## src/rtl/modinv_helper_sub.sv

```systemverilog
// modinv_helper_sub: multi-word subtractor S = A - B for the modular invertor.
// Walks OPERAND_NUM_WORDS 32-bit words LSW first, then writes one sign-extension
// word, and registers the final borrow as neg (A < B).
// Optional build macro: MODINV_HELPER_SUB_ZERO_FLAG_EN adds output 'zero'
// (set when every result word is zero, i.e. A == B).
module modinv_helper_sub #(
   parameter int OPERAND_NUM_WORDS = 8,
   parameter int OPERAND_ADDR_BITS = 3,
   parameter int BUFFER_NUM_WORDS  = 9,
   parameter int BUFFER_ADDR_BITS  = 4
) (
   input  logic                         clk,
   input  logic                         rst_n,
   input  logic                         ena,
   output logic                         rdy,
   output logic [OPERAND_ADDR_BITS-1:0] a_addr,
   input  logic [31:0]                  a_din,
   output logic [OPERAND_ADDR_BITS-1:0] b_addr,
   input  logic [31:0]                  b_din,
   output logic [BUFFER_ADDR_BITS-1:0]  s_addr,
   output logic                         s_wren,
   output logic [31:0]                  s_dout,
`ifdef MODINV_HELPER_SUB_ZERO_FLAG_EN
   output logic                         zero,
`endif
   output logic                         neg
);

   // Cycle map: 0 idle, 1 first read issued, 2..N+1 word results, N+2 sign word.
   localparam int N        = OPERAND_NUM_WORDS;
   localparam int CNT_LAST = BUFFER_NUM_WORDS + 1;
   localparam int CNT_W    = $clog2(CNT_LAST + 1);

   localparam logic [CNT_W-1:0] CNT_ONE       = CNT_W'(1);
   localparam logic [CNT_W-1:0] CNT_TWO       = CNT_W'(2);
   localparam logic [CNT_W-1:0] CNT_READ_LAST = CNT_W'(N);
   localparam logic [CNT_W-1:0] CNT_WORD_LAST = CNT_W'(N + 1);
   localparam logic [CNT_W-1:0] CNT_EXT       = CNT_W'(CNT_LAST);

   localparam logic [OPERAND_ADDR_BITS-1:0] ADDR_AB_LAST = OPERAND_ADDR_BITS'(N - 1);
   localparam logic [OPERAND_ADDR_BITS-1:0] ADDR_AB_ONE  = OPERAND_ADDR_BITS'(1);
   localparam logic [BUFFER_ADDR_BITS-1:0]  ADDR_S_ONE   = BUFFER_ADDR_BITS'(1);

   logic [CNT_W-1:0]             proc_cnt;
   logic [OPERAND_ADDR_BITS-1:0] addr_ab;
   logic [BUFFER_ADDR_BITS-1:0]  addr_s;
   logic                         brw;
   logic                         in_first;
   logic                         in_read;
   logic                         in_word;
   logic                         in_write;
   logic                         in_ext;
   logic [32:0]                  diff;

   // 33-bit subtract with incoming borrow; bit 32 is the outgoing borrow.
   function automatic logic [32:0] sub_with_borrow(input logic [31:0] x,
                                                   input logic [31:0] y,
                                                   input logic        b);
      sub_with_borrow = {1'b0, x} - {1'b0, y} - {32'd0, b};
   endfunction

   // Decode the phase of the operation from the cycle counter.
   always_comb begin
      in_first = (proc_cnt == CNT_ONE);
      in_read  = (proc_cnt >= CNT_ONE) && (proc_cnt <= CNT_READ_LAST);
      in_word  = (proc_cnt >= CNT_TWO) && (proc_cnt <= CNT_WORD_LAST);
      in_write = (proc_cnt >= CNT_TWO) && (proc_cnt <= CNT_EXT);
      in_ext   = (proc_cnt == CNT_EXT);
      diff     = sub_with_borrow(a_din, b_din, brw);
   end

   // Cycle counter: waits for ena when idle, free-runs and wraps when busy.
   always_ff @(posedge clk or negedge rst_n) begin
      if (!rst_n) begin
         proc_cnt <= '0;
      end else if (rdy) begin
         if (ena) proc_cnt <= CNT_ONE;
      end else if (proc_cnt == CNT_EXT) begin
         proc_cnt <= '0;
      end else begin
         proc_cnt <= proc_cnt + CNT_ONE;
      end
   end

   assign rdy = (proc_cnt == '0);

   // Operand read address: steps through words during the read phase, else parked at 0.
   always_ff @(posedge clk) begin
      if (in_read) begin
         addr_ab <= (addr_ab == ADDR_AB_LAST) ? '0 : addr_ab + ADDR_AB_ONE;
      end else begin
         addr_ab <= '0;
      end
   end

   // Result write address: trails the read address by one cycle (memory latency).
   always_ff @(posedge clk) begin
      if (in_write) begin
         addr_s <= addr_s + ADDR_S_ONE;
      end else begin
         addr_s <= '0;
      end
   end

   // Borrow chain between words; cleared just before the first word arrives.
   always_ff @(posedge clk or negedge rst_n) begin
      if (!rst_n) begin
         brw <= 1'b0;
      end else if (in_first) begin
         brw <= 1'b0;
      end else if (in_word) begin
         brw <= diff[32];
      end
   end

   // Final borrow captured with the sign word; held until the next operation ends.
   always_ff @(posedge clk or negedge rst_n) begin
      if (!rst_n) begin
         neg <= 1'b0;
      end else if (in_ext) begin
         neg <= brw;
      end
   end

   // Write data: word difference, then the sign-extension word.
   always_comb begin
      s_dout = 32'd0;
      if (in_word) begin
         s_dout = diff[31:0];
      end else if (in_ext) begin
         s_dout = {32{brw}};
      end
   end

   assign s_wren = in_write;
   assign s_addr = addr_s;
   assign a_addr = addr_ab;
   assign b_addr = addr_ab;

`ifdef MODINV_HELPER_SUB_ZERO_FLAG_EN
   logic zero_acc;

   // Running "all words zero so far" accumulator over the result words.
   always_ff @(posedge clk or negedge rst_n) begin
      if (!rst_n) begin
         zero_acc <= 1'b0;
      end else if (in_first) begin
         zero_acc <= 1'b1;
      end else if (in_word) begin
         zero_acc <= zero_acc & (s_dout == 32'd0);
      end
   end

   // Publish the equality flag alongside neg.
   always_ff @(posedge clk or negedge rst_n) begin
      if (!rst_n) begin
         zero <= 1'b0;
      end else if (in_ext) begin
         zero <= zero_acc;
      end
   end
`endif

endmodule

```

## config.mk

```make
export PLATFORM = sky130hd
export DESIGN_NAME = modinv_helper_sub
export DESIGN_NICKNAME = d
export VERILOG_FILES = /design/src/rtl/modinv_helper_sub.sv
export SDC_FILE = /design/constraint.sdc
export NUM_CORES = 1
export LEC_CHECK = 0
export CAP_MARGIN = 20
export CORE_MARGIN = 10
export CORE_UTILIZATION = 40
export DETAILED_ROUTE_END_ITERATION = 8
export GPL_TIMING_DRIVEN = 0
export HOLD_SLACK_MARGIN = 0.06
export PLACE_DENSITY = 0.78
export SLEW_MARGIN = 20
export SYNTH_ARGS = -nofsm -noshare
export SYNTH_HDL_FRONTEND = slang
export SYNTH_SLANG_ARGS = --single-unit
```

## constraint.sdc

```tcl
create_clock -name clk -period 3.9 [get_ports clk]
set_input_delay 0.78 -clock clk [delete_from_list [all_inputs] [get_ports clk]]
set_output_delay 0.78 -clock clk [all_outputs]
set_load 0.02 [all_outputs]
```

Word-level counts from Yosys, hierarchy flattened. Index checks and enable logic that the tools add are counted.

$add $sub $neg: 5. Multiply operators: 0. Divide/modulo/power cells: 0. Magnitude comparators: 5. Equal/unequal tests: 4. Shifts and indexed selects: 0. Muxes and demuxes: 7. Bitwise gates (word level): 1. Reductions and logical operators: 6.

Operator list (count): $mux 32 (2); $sub 32x32->33 (1); $sub 33x1->33 (1); $le 4x4->1 const B (3); $mux 4 (3); $add 4x1->4 const B (2); $eq 4x1->1 const B (1); $eq 4x4->1 const B (1); $ge 4x1->1 const B (1); $ge 4x2->1 const B (1); $logic_not 4->1 (1); $add 3x1->3 const B (1); $eq 3x3->1 const B (1); $logic_and 1x1->1 (3); $mux 1 (2); $ne 2x2->1 const B (1); $reduce_bool 2->1 (1); $reduce_or 2->1 (1); $not 1->1 (1).

Bits in registers: 13. Latch bits: 0. Memory bits (writable): 0. Memory bits (read-only): 0. Bits of input ports: 67. Output and inout bits: 45. Memories kept: 0.

Longest topological paths before layout.
Word-level depth: 4. Depth in mapped cells: 12. Gate-level depth less buffers: 11.

Worst setup path after synthesis. OpenSTA, ideal clock, no wires.

Path kind: input to output. Start: input b_din[0]. End: output s_dout[22]. Data arrival time: 3312 ps. Required time: 3120 ps. Path slack: -192 ps. Cell stages on the path: 10. Buffers on the path: 0. Path through: inv_1 > fa_1 > fa_1 > nor3b_1 > o21ai_1 > o21a_1 > o31ai_2 > a21oi_1 > o21a_1 > o31ai_1.

Longest elaborated chain between the ends: 3.

RTL lines: start, declared (RTL line 19) `input logic [31:0] b_din,`; $sub 32x32->33 (RTL line 59) `sub_with_borrow = {1'b0, x} - {1'b0, y} - {32'd0, b};`; $sub 33x1->33 (RTL line 59); $mux 32 (RTL line 128) `if (in_word) begin`; end, declared (RTL line 22) `output logic [31:0] s_dout,`.

Every way passes these cells.

Worst setup path in the final report.
Start: input a_din[0]. End: output s_dout[24].

Longest elaborated chain between the ends: 3.

RTL lines: start, declared (RTL line 17) `input logic [31:0] a_din,`; $sub 32x32->33 (RTL line 59); $sub 33x1->33 (RTL line 59); $mux 32 (RTL line 128).

Every way passes these cells.

==> qor.json <==
{
  "outcome": {"value": "finished, violations left"},
  "violations": {"value": "setup timing"},
  "syn_area": {"value": 3430, "unit": "um^2"},
  "globalplace.congestion": {"value": 0.951},
  "cts-root-to-sink-buffers": {"value": 2},
  "yosys.area_share.adder": {"value": 26.0, "unit": "%"},
  "critical_path_class": {"value": "in -> out"},
  "grt_antenna_before_repair": {"value": 0},
  "hold_crit_path_type": {"value": "reg -> reg"},
  "synth_top_cell_by_area": {"value": "sky130_fd_sc_hd__ha_1"},
  "yosys-mux-area-fraction": {"value": 1.82, "unit": "%"},
  "netlist.area_leader.share": {"value": 24.8, "unit": "%"},
  "finish.net_count": {"value": 807},
  "die-width": {"value": 113, "unit": "um"},
  "synthesis.nets": {"value": 628},
  "timing.clock.skew": {"value": 1.70, "unit": "ps"},
  "final_setup_slack_of_the_worst_path": {"value": -190, "unit": "ps"},
  "worst_setup_hold_path_clk_slew": {"value": 50, "unit": "ps"},
  "crit_path_start_kind": {"value": "primary input"},
  "drt-vias-per-instance": {"value": 5.74},
  "netlist_top_cells_area": {"value": "sky130_fd_sc_hd__ha_1 25%, sky130_fd_sc_hd__inv_1 11%, sky130_fd_sc_hd__o21ai_0 6.1%"},
  "final-setup-viol-count": {"value": 15},
  "routed-via-count": {"value": 4446},
  "synth-xor-area-share": {"value": 6.64, "unit": "%"},
  "yosys.area_share.simple": {"value": 17.5, "unit": "%"},
  "synth_top_flop_cell": {"value": "sky130_fd_sc_hd__dfxtp_1"},
  "flops_latches_synth": {"value": 13},
  "timing.hold.worst_path_depth": {"value": 1},
  "flow.area_growth_from_synthesis": {"value": 78.1, "unit": "%"},
  "power_per_cell_area": {"value": 494, "unit": "nW/um^2"},
  "grt_max_degree": {"value": 11},
  "yosysUniqueCellTypes": {"value": 60},
  "slew_violations": {"value": 0},
  "critical_path.endpoint_type": {"value": "output port"},
  "number_of_global_route_vias_before_repair": {"value": 4401},
  "worst_ep_required_time": {"value": 3120, "unit": "ps"},
  "hold_viol": {"value": 0},
  "netlist_instances": {"value": 491},
  "drt.antenna.violating_nets": {"value": 0},
  "global_route_wire_length_before_repair": {"value": 20600, "unit": "um"},
  "finalCritPeriodShare": {"value": 105, "unit": "%"},
  "drt_iter0_markers": {"value": 316},
  "cts_hold_buf": {"value": 0},
  "largest_family_of_logic_cells_by_synthesized_area": {"value": "adder cells"},
  "syn-mean-instance-area": {"value": 6.98, "unit": "um^2"},
  "synth-compound-area-share": {"value": 25.6, "unit": "%"},
  "design_area": {"value": 6110, "unit": "um^2"},
  "core_region_area": {"value": 8300, "unit": "um^2"},
  "route.detailed.wl_per_inst": {"value": 18.9, "unit": "um"},
  "design.die.area": {"value": 12700, "unit": "um^2"},
  "ports": {"value": 112},
  "fp-row-count": {"value": 33},
  "clock_tree.root_cell": {"value": "sky130_fd_sc_hd__clkbuf_8"},
  "timing.slew.headroom": {"value": 64.2, "unit": "%"},
  "layout_min_cycle_time": {"value": 4090, "unit": "ps"},
  "timing.setup.tns": {"value": -1320, "unit": "ps"},
  "cts_inserted_buffers": {"value": 3},
  "insertion_delay": {"value": 240, "unit": "ps"},
  "tritoncts": {"value": "built"},
  "worst-path-max-fanout": {"value": 3},
  "clock_sinks": {"value": 13},
  "synth_enable_flop_cells": {"value": 0},
  "yosys_warnings": {"value": 0},
  "maxCapViolCount": {"value": 0},
  "timing.critical_path.arrival": {"value": 3310, "unit": "ps"},
  "max_freq": {"value": 245, "unit": "MHz"},
  "layout-drive-gt1-share": {"value": 41.9, "unit": "%"},
  "portBuffers": {"value": 111},
  "die_y": {"value": 113, "unit": "um"},
  "worstRegToRegCells": {"value": 11},
  "postPlaceCellArea": {"value": 4680, "unit": "um^2"},
  "grt_util_all_layers": {"value": 18.7, "unit": "%"},
  "detail_route.first_pass.iterations": {"value": 5},
  "tightestPinTransition": {"value": 530, "unit": "ps"},
  "fillerInstances": {"value": 575},
  "post_detailed_route_drc_marker_count": {"value": 0},
  "routed_wirelength": {"value": 14600, "unit": "um"},
  "initial_util": {"value": 41.3, "unit": "%"},
  "total_congestion_overflow_after_global_routing": {"value": 0},
  "rsz0062_at_grt": {"value": "true"},
  "peak_supply_drop": {"value": 373, "unit": "uV"},
  "diodes": {"value": 0},
  "dp.final_hpwl": {"value": 8870, "unit": "um"},
  "synth-seq-area-share": {"value": 8.46, "unit": "%"},
  "htree_levels": {"value": 1},
  "share_of_flip_flops_with_an_asynchronous_set_or_reset": {"value": 46.2, "unit": "%"},
  "leakagePower": {"value": 2.89, "unit": "nW"}
}
-- layout make-up --
cell class                 count  area [um^2]  share of cell area (%)
tap                          105          131                    2.15
multi-input combinational    356         3650                    59.7
clock buffer                   4         45.0                   0.737
sequential                    13          290                    4.75
inverter                     101          382                    6.25
timing repair buffer         176         1470                    24.1
buffer                        19          145                    2.38
-- logic make-up (layout without fill, tap and decap cells) --
group           count (synthesis)  after routing
flops                          13             13
xor+xnor                       26             26
simple gates                  119            119
compound gates                135            135
mux                             6              6
buf+inv                       122            300
fa+ha+maj                      70             70
-- state kept, by name, summed over array words and instances (netlist names) --
signal	flops
a_addr	3
brw	1
neg	1
proc_cnt	4
s_addr	4
-- final timing paths --
kind                                      startpoint                      end  slack (ps)
worst min-delay path            s_addr[0]$_SDFF_PN0_     s_addr[0]$_SDFF_PN0_         470
max in group asynchronous                      rst_n  proc_cnt[0]$_DFFE_PN0P_        2860
min in group asynchronous                      rst_n          brw$_DFFE_PN0P_         800
worst max-delay path                        a_din[0]               s_dout[24]        -190
worst min register to register  s_addr[0]$_SDFF_PN0_     s_addr[0]$_SDFF_PN0_         470
worst max register to register       brw$_DFFE_PN0P_          brw$_DFFE_PN0P_        1040
-- cells in the mapped netlist (4+ instances only) --
cell type,count
sky130_fd_sc_hd__mux2i_1,4
sky130_fd_sc_hd__nand2b_1,7
sky130_fd_sc_hd__o31ai_1,7
sky130_fd_sc_hd__xnor2_1,15
sky130_fd_sc_hd__xor2_1,11
sky130_fd_sc_hd__inv_1,101
sky130_fd_sc_hd__ha_1,68
sky130_fd_sc_hd__o21ai_0,42
sky130_fd_sc_hd__a31oi_1,5
sky130_fd_sc_hd__and3_1,5
sky130_fd_sc_hd__a21oi_1,29
sky130_fd_sc_hd__nor2_1,33
sky130_fd_sc_hd__nand2_1,28
sky130_fd_sc_hd__nand3_1,8
sky130_fd_sc_hd__nor4b_1,4
sky130_fd_sc_hd__nand4_1,9
sky130_fd_sc_hd__buf_2,8
sky130_fd_sc_hd__dfrtp_1,6
sky130_fd_sc_hd__clkbuf_1,10
sky130_fd_sc_hd__a21o_1,10
sky130_fd_sc_hd__nor3_1,8
sky130_fd_sc_hd__dfxtp_1,7
sky130_fd_sc_hd__o21a_1,7
-- power breakdown --
part / switching, mW / internal [mW] / total, mW
clock network: 0.0463 / 0.0721 / 0.118
registers: 0.0631 / 0.198 / 0.261
logic: 1.47 / 1.17 / 2.64
total: 1.58 / 1.44 / 3.02
-- layer usage --
metal | track usage (%) | share of wire [%] | up-vias
met3 | 3.67 | 8.0 | 83
met2 | 36.0 | 50 | 248
met1 | 19.8 | 37 | 2080
li1 | - | - | 2035
met5 | 0 | 0 | -
met4 | 5.33 | 4.8 | 0
-- stage by stage --
step / hold WS [ps] / util (%) / total power [mW] / setup slack [ps] / cells
4_1_cts: 470 / 69.4 / 2.78 / -135 / 760
3_5_place_dp: 458 / 56.4 / 2.39 / -1320 / 707
5_1_grt: 480 / 73.6 / 3.20 / -235 / 774
6_report: 472 / 73.6 / 3.02 / -190 / 774
3_3_place_gp: 448 / 56.4 / 2.35 / -1300 / 707
2_1_floorplan: 484 / - / 1.52 / -31.0 / 491
-- cell usage in the layout (no fill, tap or decap), types with 6 or more instances in the layout --
master / count
sky130_fd_sc_hd__nand2b_1: 7
sky130_fd_sc_hd__a21oi_1: 12
sky130_fd_sc_hd__dlygate4sd2_1: 34
sky130_fd_sc_hd__inv_1: 69
sky130_fd_sc_hd__buf_6: 18
sky130_fd_sc_hd__clkbuf_1: 7
sky130_fd_sc_hd__o21ai_1: 9
sky130_fd_sc_hd__buf_4: 73
sky130_fd_sc_hd__nand3_1: 7
sky130_fd_sc_hd__clkbuf_2: 12
sky130_fd_sc_hd__ha_4: 31
sky130_fd_sc_hd__inv_2: 31
sky130_fd_sc_hd__a21oi_4: 7
sky130_fd_sc_hd__buf_2: 11
sky130_fd_sc_hd__nand2_1: 17
sky130_fd_sc_hd__o21ai_0: 19
sky130_fd_sc_hd__xnor2_1: 13
sky130_fd_sc_hd__dfxtp_1: 7
sky130_fd_sc_hd__o21a_1: 6
sky130_fd_sc_hd__o21ai_2: 12
sky130_fd_sc_hd__a21o_1: 10
sky130_fd_sc_hd__ha_1: 35
sky130_fd_sc_hd__clkdlybuf4s50_1: 30
sky130_fd_sc_hd__nor3_1: 6
sky130_fd_sc_hd__dfrtp_1: 6
sky130_fd_sc_hd__xor2_1: 11
sky130_fd_sc_hd__nor2_1: 26
sky130_fd_sc_hd__dlymetal6s2s_1: 6
sky130_fd_sc_hd__a21oi_2: 10
sky130_fd_sc_hd__nand4_1: 9
sky130_fd_sc_hd__nand2_4: 6
-- worst max-delay path: stages --
cell and delay, ps:
sky130_fd_sc_hd__buf_6 90, sky130_fd_sc_hd__fa_2 410, sky130_fd_sc_hd__fa_2 370, sky130_fd_sc_hd__nor3b_2 230, sky130_fd_sc_hd__o21ai_2 100, sky130_fd_sc_hd__o21a_2 270
sky130_fd_sc_hd__o221a_4 250, sky130_fd_sc_hd__o211ai_1 210, sky130_fd_sc_hd__mux2i_1 240, sky130_fd_sc_hd__nand3_1 170, sky130_fd_sc_hd__buf_6 190
-- what timing repair did --
action,4_1_cts,5_1_grt
buffers inserted,51,14
hold endpoints to repair,0,0
gates resized for setup,350,93
setup endpoints to repair,30,31
pin swaps,118,44
(Power assumes the default switching activity.)
